`src/rtl/agc_monitor_sequencer.sv`:
```
// Purpose: sequences AGC monitor START/STOP/LOAD commands onto MSTRT/MSTP/MLOAD/MDT.
// Latency: STOP/reserved finish one cycle after acceptance; START after PULSE_CYC; LOAD tracks MT12 edges.
// Backpressure: cmd_ready is high only in IDLE; one command is in flight at a time.
//
// Ports:
//   SIM_CLK, SIM_RST_n             clock, async active-low reset
//   cmd_valid/cmd_op/cmd_data      host command (op 0 START, 1 STOP, 2 LOAD, 3 reserved)
//   cmd_ready, done, err           handshake ready, completion pulse, error pulse with done
//   MT[11:0], MGOJAM               AGC timepulses and GOJAM monitor (asynchronous)
//   MSTRT, MSTP, MLOAD, MDT[15:0]  monitor controls and data bus toward the AGC
module agc_monitor_sequencer #(
  parameter int PULSE_CYC = 250,
  parameter int TMO_CYC   = 4095
) (
  input  logic        SIM_CLK,
  input  logic        SIM_RST_n,
  input  logic        cmd_valid,
  input  logic [1:0]  cmd_op,
  input  logic [15:0] cmd_data,
  output logic        cmd_ready,
  output logic        done,
  output logic        err,
  input  logic [11:0] MT,
  input  logic        MGOJAM,
  output logic        MSTRT,
  output logic        MSTP,
  output logic        MLOAD,
  output logic [15:0] MDT
);

  // One counter serves both the START pulse width and the LOAD edge timeout.
  localparam int MAX_CYC = (PULSE_CYC > TMO_CYC) ? PULSE_CYC : TMO_CYC;
  localparam int CW      = $clog2(MAX_CYC + 1);
  localparam logic [CW-1:0] PULSE_LAST = CW'(PULSE_CYC - 1);
  localparam logic [CW-1:0] TMO_LAST   = CW'(TMO_CYC - 1);

  localparam logic [1:0] OP_START = 2'd0;
  localparam logic [1:0] OP_STOP  = 2'd1;
  localparam logic [1:0] OP_LOAD  = 2'd2;

  typedef enum logic [2:0] {
    ST_IDLE,
    ST_PULSE,
    ST_LWAIT,
    ST_LDRIVE,
    ST_FIN
  } state_t;

  state_t        state_q, state_d;
  logic [CW-1:0] cnt_q, cnt_d;
  logic          mstrt_q, mstrt_d;
  logic          mstp_q, mstp_d;
  logic          mload_q, mload_d;
  logic [15:0]   mdt_q, mdt_d;
  logic [15:0]   data_q, data_d;
  logic          err_q, err_d;
  logic          alive_q;

  // Synchronizers for the two asynchronous AGC signals that matter here.
  logic mt12_s1_q, mt12_s2_q, mt12_prev_q;
  logic gj_s1_q, gj_s2_q;
  logic mt12_rise;

  // Only MT12 marks the memory cycle boundary; the other timepulses are ignored.
  logic unused_mt_bits;
  assign unused_mt_bits = ^MT[10:0];

  assign mt12_rise = mt12_s2_q & ~mt12_prev_q;

  // alive_q keeps cmd_ready low while reset is held and until the first edge after release.
  assign cmd_ready = (state_q == ST_IDLE) && alive_q;
  assign done      = (state_q == ST_FIN);
  assign err       = (state_q == ST_FIN) && err_q;
  assign MSTRT     = mstrt_q;
  assign MSTP      = mstp_q;
  assign MLOAD     = mload_q;
  assign MDT       = mdt_q;

  always_ff @(posedge SIM_CLK or negedge SIM_RST_n) begin
    if (!SIM_RST_n) begin
      state_q     <= ST_IDLE;
      cnt_q       <= '0;
      mstrt_q     <= 1'b0;
      mstp_q      <= 1'b0;
      mload_q     <= 1'b0;
      mdt_q       <= '0;
      data_q      <= '0;
      err_q       <= 1'b0;
      alive_q     <= 1'b0;
      mt12_s1_q   <= 1'b0;
      mt12_s2_q   <= 1'b0;
      mt12_prev_q <= 1'b0;
      gj_s1_q     <= 1'b0;
      gj_s2_q     <= 1'b0;
    end else begin
      state_q     <= state_d;
      cnt_q       <= cnt_d;
      mstrt_q     <= mstrt_d;
      mstp_q      <= mstp_d;
      mload_q     <= mload_d;
      mdt_q       <= mdt_d;
      data_q      <= data_d;
      err_q       <= err_d;
      alive_q     <= 1'b1;
      mt12_s1_q   <= MT[11];
      mt12_s2_q   <= mt12_s1_q;
      mt12_prev_q <= mt12_s2_q;
      gj_s1_q     <= MGOJAM;
      gj_s2_q     <= gj_s1_q;
    end
  end

  always_comb begin
    state_d = state_q;
    cnt_d   = cnt_q;
    mstrt_d = mstrt_q;
    mstp_d  = mstp_q;
    mload_d = mload_q;
    mdt_d   = mdt_q;
    data_d  = data_q;
    err_d   = err_q;

    case (state_q)
      ST_IDLE: begin
        if (cmd_valid && cmd_ready) begin
          data_d = cmd_data;
          cnt_d  = '0;
          err_d  = 1'b0;
          case (cmd_op)
            OP_START: begin
              mstp_d  = 1'b0;
              mstrt_d = 1'b1;
              state_d = ST_PULSE;
            end
            OP_STOP: begin
              mstp_d  = 1'b1;
              state_d = ST_FIN;
            end
            OP_LOAD: begin
              state_d = ST_LWAIT;
            end
            default: begin
              err_d   = 1'b1;
              state_d = ST_FIN;
            end
          endcase
        end
      end

      ST_PULSE: begin
        if (cnt_q == PULSE_LAST) begin
          mstrt_d = 1'b0;
          state_d = ST_FIN;
        end else begin
          cnt_d = cnt_q + CW'(1);
        end
      end

      // An edge arriving on the very cycle the timeout expires still wins.
      ST_LWAIT: begin
        if (mt12_rise) begin
          mload_d = 1'b1;
          mdt_d   = data_q;
          cnt_d   = '0;
          state_d = ST_LDRIVE;
        end else if (cnt_q == TMO_LAST) begin
          err_d   = 1'b1;
          state_d = ST_FIN;
        end else begin
          cnt_d = cnt_q + CW'(1);
        end
      end

      // GOJAM abort outranks the closing MT12 edge, which outranks the timeout.
      ST_LDRIVE: begin
        if (gj_s2_q) begin
          mload_d = 1'b0;
          mdt_d   = '0;
          err_d   = 1'b1;
          state_d = ST_FIN;
        end else if (mt12_rise) begin
          mload_d = 1'b0;
          mdt_d   = '0;
          state_d = ST_FIN;
        end else if (cnt_q == TMO_LAST) begin
          mload_d = 1'b0;
          mdt_d   = '0;
          err_d   = 1'b1;
          state_d = ST_FIN;
        end else begin
          cnt_d = cnt_q + CW'(1);
        end
      end

      ST_FIN: begin
        state_d = ST_IDLE;
      end

      default: begin
        state_d = ST_IDLE;
      end
    endcase
  end

endmodule

```
`config.mk`:
```
export PLATFORM = sky130hd
export DESIGN_NAME = agc_monitor_sequencer
export DESIGN_NICKNAME = d
export VERILOG_FILES = /design/src/rtl/agc_monitor_sequencer.sv
export SDC_FILE = /design/constraint.sdc
export NUM_CORES = 1
export LEC_CHECK = 0
export ABC_CLOCK_PERIOD_IN_PS = 2400
export CAP_MARGIN = 10
export CELL_PAD_IN_SITES_DETAIL_PLACEMENT = 0
export CELL_PAD_IN_SITES_GLOBAL_PLACEMENT = 2
export CORE_MARGIN = 2
export CORE_UTILIZATION = 33
export CTS_CLUSTER_SIZE = 8
export DETAILED_ROUTE_END_ITERATION = 6
export PLACE_DENSITY = 0.86
export RECOVER_POWER = 100
export SKIP_LAST_GASP = 1
export SYNTH_ARGS = -nofsm -noshare
export SYNTH_HDL_FRONTEND = slang
export SYNTH_SLANG_ARGS = --single-unit
```
`constraint.sdc`:
```
create_clock -name SIM_CLK -period 2.4 [get_ports SIM_CLK]
set_clock_uncertainty 0.2 [all_clocks]
set_input_delay 0.36 -clock SIM_CLK [delete_from_list [all_inputs] [get_ports SIM_CLK]]
set_output_delay 0.36 -clock SIM_CLK [all_outputs]
set_load 0.01 [all_outputs]
```
==> results by group, run 1 <==
Power
  – LEAKAGE: approximately 0.0016 uW
  – Worst IR Drop VDD: 343.8 uV
  – Net Switching: approximately 1100 uW
  – P_int: around 2400 uW
  – Clock power frac: approximately a quarter
  – Share of power burned in registers: between 40 and 50%
  – Gate power share: between 30% and 40%
  – Sw Ratio: 31.15%
  – PD cells: around 1000 mW/mm2

Global route
  – First-pass GRT wire length: around 9600 um
  – GRT Residual Overflow: 0
  – Number of global-route vias before repair: roughly 1,900
  – Initial antenna violation count: 0
  – Gr usage total: between 10% and 20%
  – Largest net degree at the start of global routing: 38

CTS
  – Clock Latency Late Sink: between 0.3 and 0.4 ns
  – Cts bufs inserted: 9
  – Reg clk slew, reported paths: ~0.06 ns
  – CTS tree: done
  – CTS Sinks: between 50 and 60
  – CTS max path bufs: 2
  – H-tree depth: 3
  – Post-CTS Setup Inserts: 0
  – CTS root buf: clkbuf_8

Min path
  – Hold Crit Class: reg2reg
  – Hold Startpoint: gj_s1_q

Synthesis
  – Ys flop type: dfrtp_1
  – Unique masters post-synth: 47
  – Sequential-to-total area share from yosys stat: a little under three fifths
  – Synth Register Bits: 57
  – Mapped cell area: 0.002552 mm2
  – Syn nets: 249
  – Syn Area/Cell: about 12 um2
  – Ys Warns: 0
  – Asr flop ratio synth: between 90% and 100%
  – Cells after synthesis: around 210
  – EDFF count, synth: 0

Die
  – Total core area: roughly 0.0076 mm2
  – Die width: 91.95 um
  – Die height: approximately 92 um
  – Die footprint: around 0.0085 mm2
  – FP Rows: 32
  – Starting Density: 33.55%
  – # IOs: 56

STA
  – Rel. slew slack: 16.69%
  – Final Hold Fails: 0
  – Final setup fails: 0
  – Crit share post-route: between 90% and 100%
  – Setup WS post-layout: approximately 0.10 ns
  – Max Fclk: 435.6 MHz
  – Slew Viols, Final: 0
  – Least-Margin Pin Slew: 1.250 ns
  – RSZ-0062 raised after global routing: false
  – Fin crit period: between 2 and 2.5 ns

Critical path
  – Crit-path max cell delay: 0.54 ns
  – CP top delay family: simple AND/OR/NAND/NOR gates
  – CP Data Required Time: 2.42 ns
  – Crit Path Class: reg2reg
  – CP startpoint: cnt_q[11]
  – CP Buf/Inv Count: 1
  – Origin of the critical flop-to-flop path: cnt_q[11]
  – Crit path cell chain: or4b_1 -> or4_4 -> nand3_4 -> buf_4 -> and3b_1 -> o22a_1
  – Crit-path max FO: 5
  – Critical path startpoint category: flop
  – WP data arrival: 2.32 ns
  – CP max stage cell: or4b_1
  – CP Capture Type: flop

Placement
  – Post-Place Setup Slack: -0.01915 ns
  – Area after DPL: between 0.003 and 0.004 mm2
  – HPWL after DPL: between 3000 and 4000 um
  – Port bufs: 44
  – Gpl congestion: between 0.8 and 0.9

Detailed routing
  – Routed Antenna Nets: 0
  – DR pass1 iterations: 4
  – Vias: around 1,900
  – Initial drt markers: about 110
  – Final WL: slightly below 6000 um
  – Vias per Instance: around 5.1
  – Drt drc: 0
  – Routed WL per cell: approximately 15 um

Outcome
  – Status: finished, final reports clean

Cells and area
  – Antenna cells: 0
  – Post-layout util: around 45%
  – # nets final: between 300 and 400
  – Most frequent cells in the layout: dfrtp_1 (57), dlygate4sd3_1 (22), clkdlybuf4s50_1 (20)
  – Layout cells sized above 1: between 20% and 30%
  – Finished layout cell area: between 0.003 and 0.004 mm2
  – Area grow syn2layout: 33.92%
  – Commonest non-fill, non-tap cell in the layout: dfrtp_1

Job
  – Max-cap violations: 0
synth_stat cells, types with 2 or more instances:
cell type / n / area share (%)
nor3_1: 6 / 1.2
inv_1: 4 / 0.59
and2_1: 2 / 0.49
a22o_1: 17 / 5.8
o22a_1: 6 / 2.1
buf_2: 3 / 0.59
clkbuf_1: 2 / 0.29
nand2b_1: 2 / 0.49
dfrtp_1: 57 / 56
buf_4: 2 / 0.59
a31oi_1: 4 / 0.98
a21oi_1: 7 / 1.4
and3_1: 4 / 0.98
buf_6: 2 / 0.88
nor2_1: 5 / 0.74
o21ai_0: 15 / 2.9
o211ai_1: 2 / 0.59
and4_1: 2 / 0.69
mux2_2: 16 / 7.1
a41oi_1: 3 / 1.0
nor3b_1: 2 / 0.59
nand4_1: 2 / 0.49
nor2b_1: 5 / 1.2
nand2_1: 8 / 1.2
ha_1: 3 / 1.5
o31ai_1: 5 / 1.5
or3b_1: 2 / 0.69
nand3_1: 5 / 0.98
sequential cells by signal, summed over array words and instances, names as in the netlist:
| register | count |
|---|---|
| MDT | 16 |
| MLOAD | 1 |
| MSTP | 1 |
| MSTRT | 1 |
| alive_q | 1 |
| cnt_q | 12 |
| data_q | 16 |
| err_q | 1 |
| gj_s1_q | 1 |
| gj_s2_q | 1 |
| mt12_prev_q | 1 |
| mt12_s1_q | 1 |
| mt12_s2_q | 1 |
| state_q | 3 |
area by class of cell:
| class | instances | area (um2) |
|---|---|---|
| Clock inverter | 4 | 45.04 |
| Inverter | 4 | 15.01 |
| Tap cell | 102 | 127.6 |
| Fill cell | 737 | 4189 |
| Sequential cell | 57 | 1426 |
| Multi-Input combinational cell | 142 | 1061 |
| Timing Repair Buffer | 64 | 605.6 |
| Clock buffer | 10 | 137.6 |
layer usage:
metal / track usage, % / vias up / wire, um
li1: - / 928 / -
met1: 20.07 / 972 / 2839
met2: 21.69 / 34 / 2660
met3: 2.794 / 10 / 163
met4: 7.090 / 0 / 118
met5: 0 / - / 0
path summary, 6_finish.rpt:
| path | end | slack [ns] | cells past startpoint |
|---|---|---|---|
| worst min-delay path | gj_s2_q | 0.15 | 0 |
| worst max-delay path | cnt_q[4] | 0.10 | 6 |
| max in group asynchronous | err_q | 0.59 | 3 |
| min in group asynchronous | cnt_q[9] | 0.62 | 2 |
| worst max register to register | cnt_q[4] | 0.10 | 6 |
| worst min register to register | gj_s2_q | 0.15 | 0 |
power groups by stage:
stage	Combinational, uW	Sequential (uW)	Clock [uW]
floorplan	633	1460	0
global placement	1200	1410	0
detailed placement	1220	1430	0
CTS	1230	1410	888
global route	1280	1450	932
finish	1170	1400	863
through the flow:
stage                     instances  hold slack [ns]  setup TNS (ns)  total power [uW]
after floorplan                 212          -0.1356               0              2088
after global routing            383           0.1605               0              3656
after CTS                       383           0.1499               0              3534
after detailed placement        368           0.1347        -0.01915              2642
after global placement          368           0.1348               0              2608
final                           383           0.1477               0              3434
worst reg2reg max path, cell delays in order (launching register included):
cell     delay, ns
dfrtp_1       0.38
or4b_1        0.54
or4_4         0.48
nand3_4       0.11
buf_4         0.14
and3b_1       0.17
o22a_1        0.17
repair_timing:
| item | 4_1_cts | 5_1_grt |
|---|---|---|
| gates resized for setup | 3 | 3 |
| setup endpoints to repair | 3 | 2 |
| hold buffers | 1 | 0 |
| hold endpoints to repair | 20 | 0 |
cell families (layout without fill, tap and decap cells):
| kind of cell | Yosys count | in the layout | share of synthesized area [%] |
|---|---|---|---|
| AO/OA/AOI/OAI | 63 | 63 | 17.50 |
| AND/OR/NAND/NOR | 59 | 59 | 15.00 |
| flip-flops | 57 | 57 | 55.88 |
| multiplexers | 16 | 16 | 7.059 |
| buffers and inverters | 13 | 82 | 2.941 |
| adder cells (fa/ha/maj) | 3 | 3 | 1.471 |
| other | 1 | 1 | 0.1469 |
Power figures use the tool's default switching activity.
==> run 2, diff against run 1 <==
--- a/config.mk
+++ b/config.mk
@@ -5,7 +5,6 @@
 export SDC_FILE = /design/constraint.sdc
 export NUM_CORES = 1
 export LEC_CHECK = 0
-export ABC_CLOCK_PERIOD_IN_PS = 2400
 export CAP_MARGIN = 10
 export CELL_PAD_IN_SITES_DETAIL_PLACEMENT = 0
 export CELL_PAD_IN_SITES_GLOBAL_PLACEMENT = 2
==> results of run 2 <==
No change in the layout: final DEF, timing and power equal those of run 1.
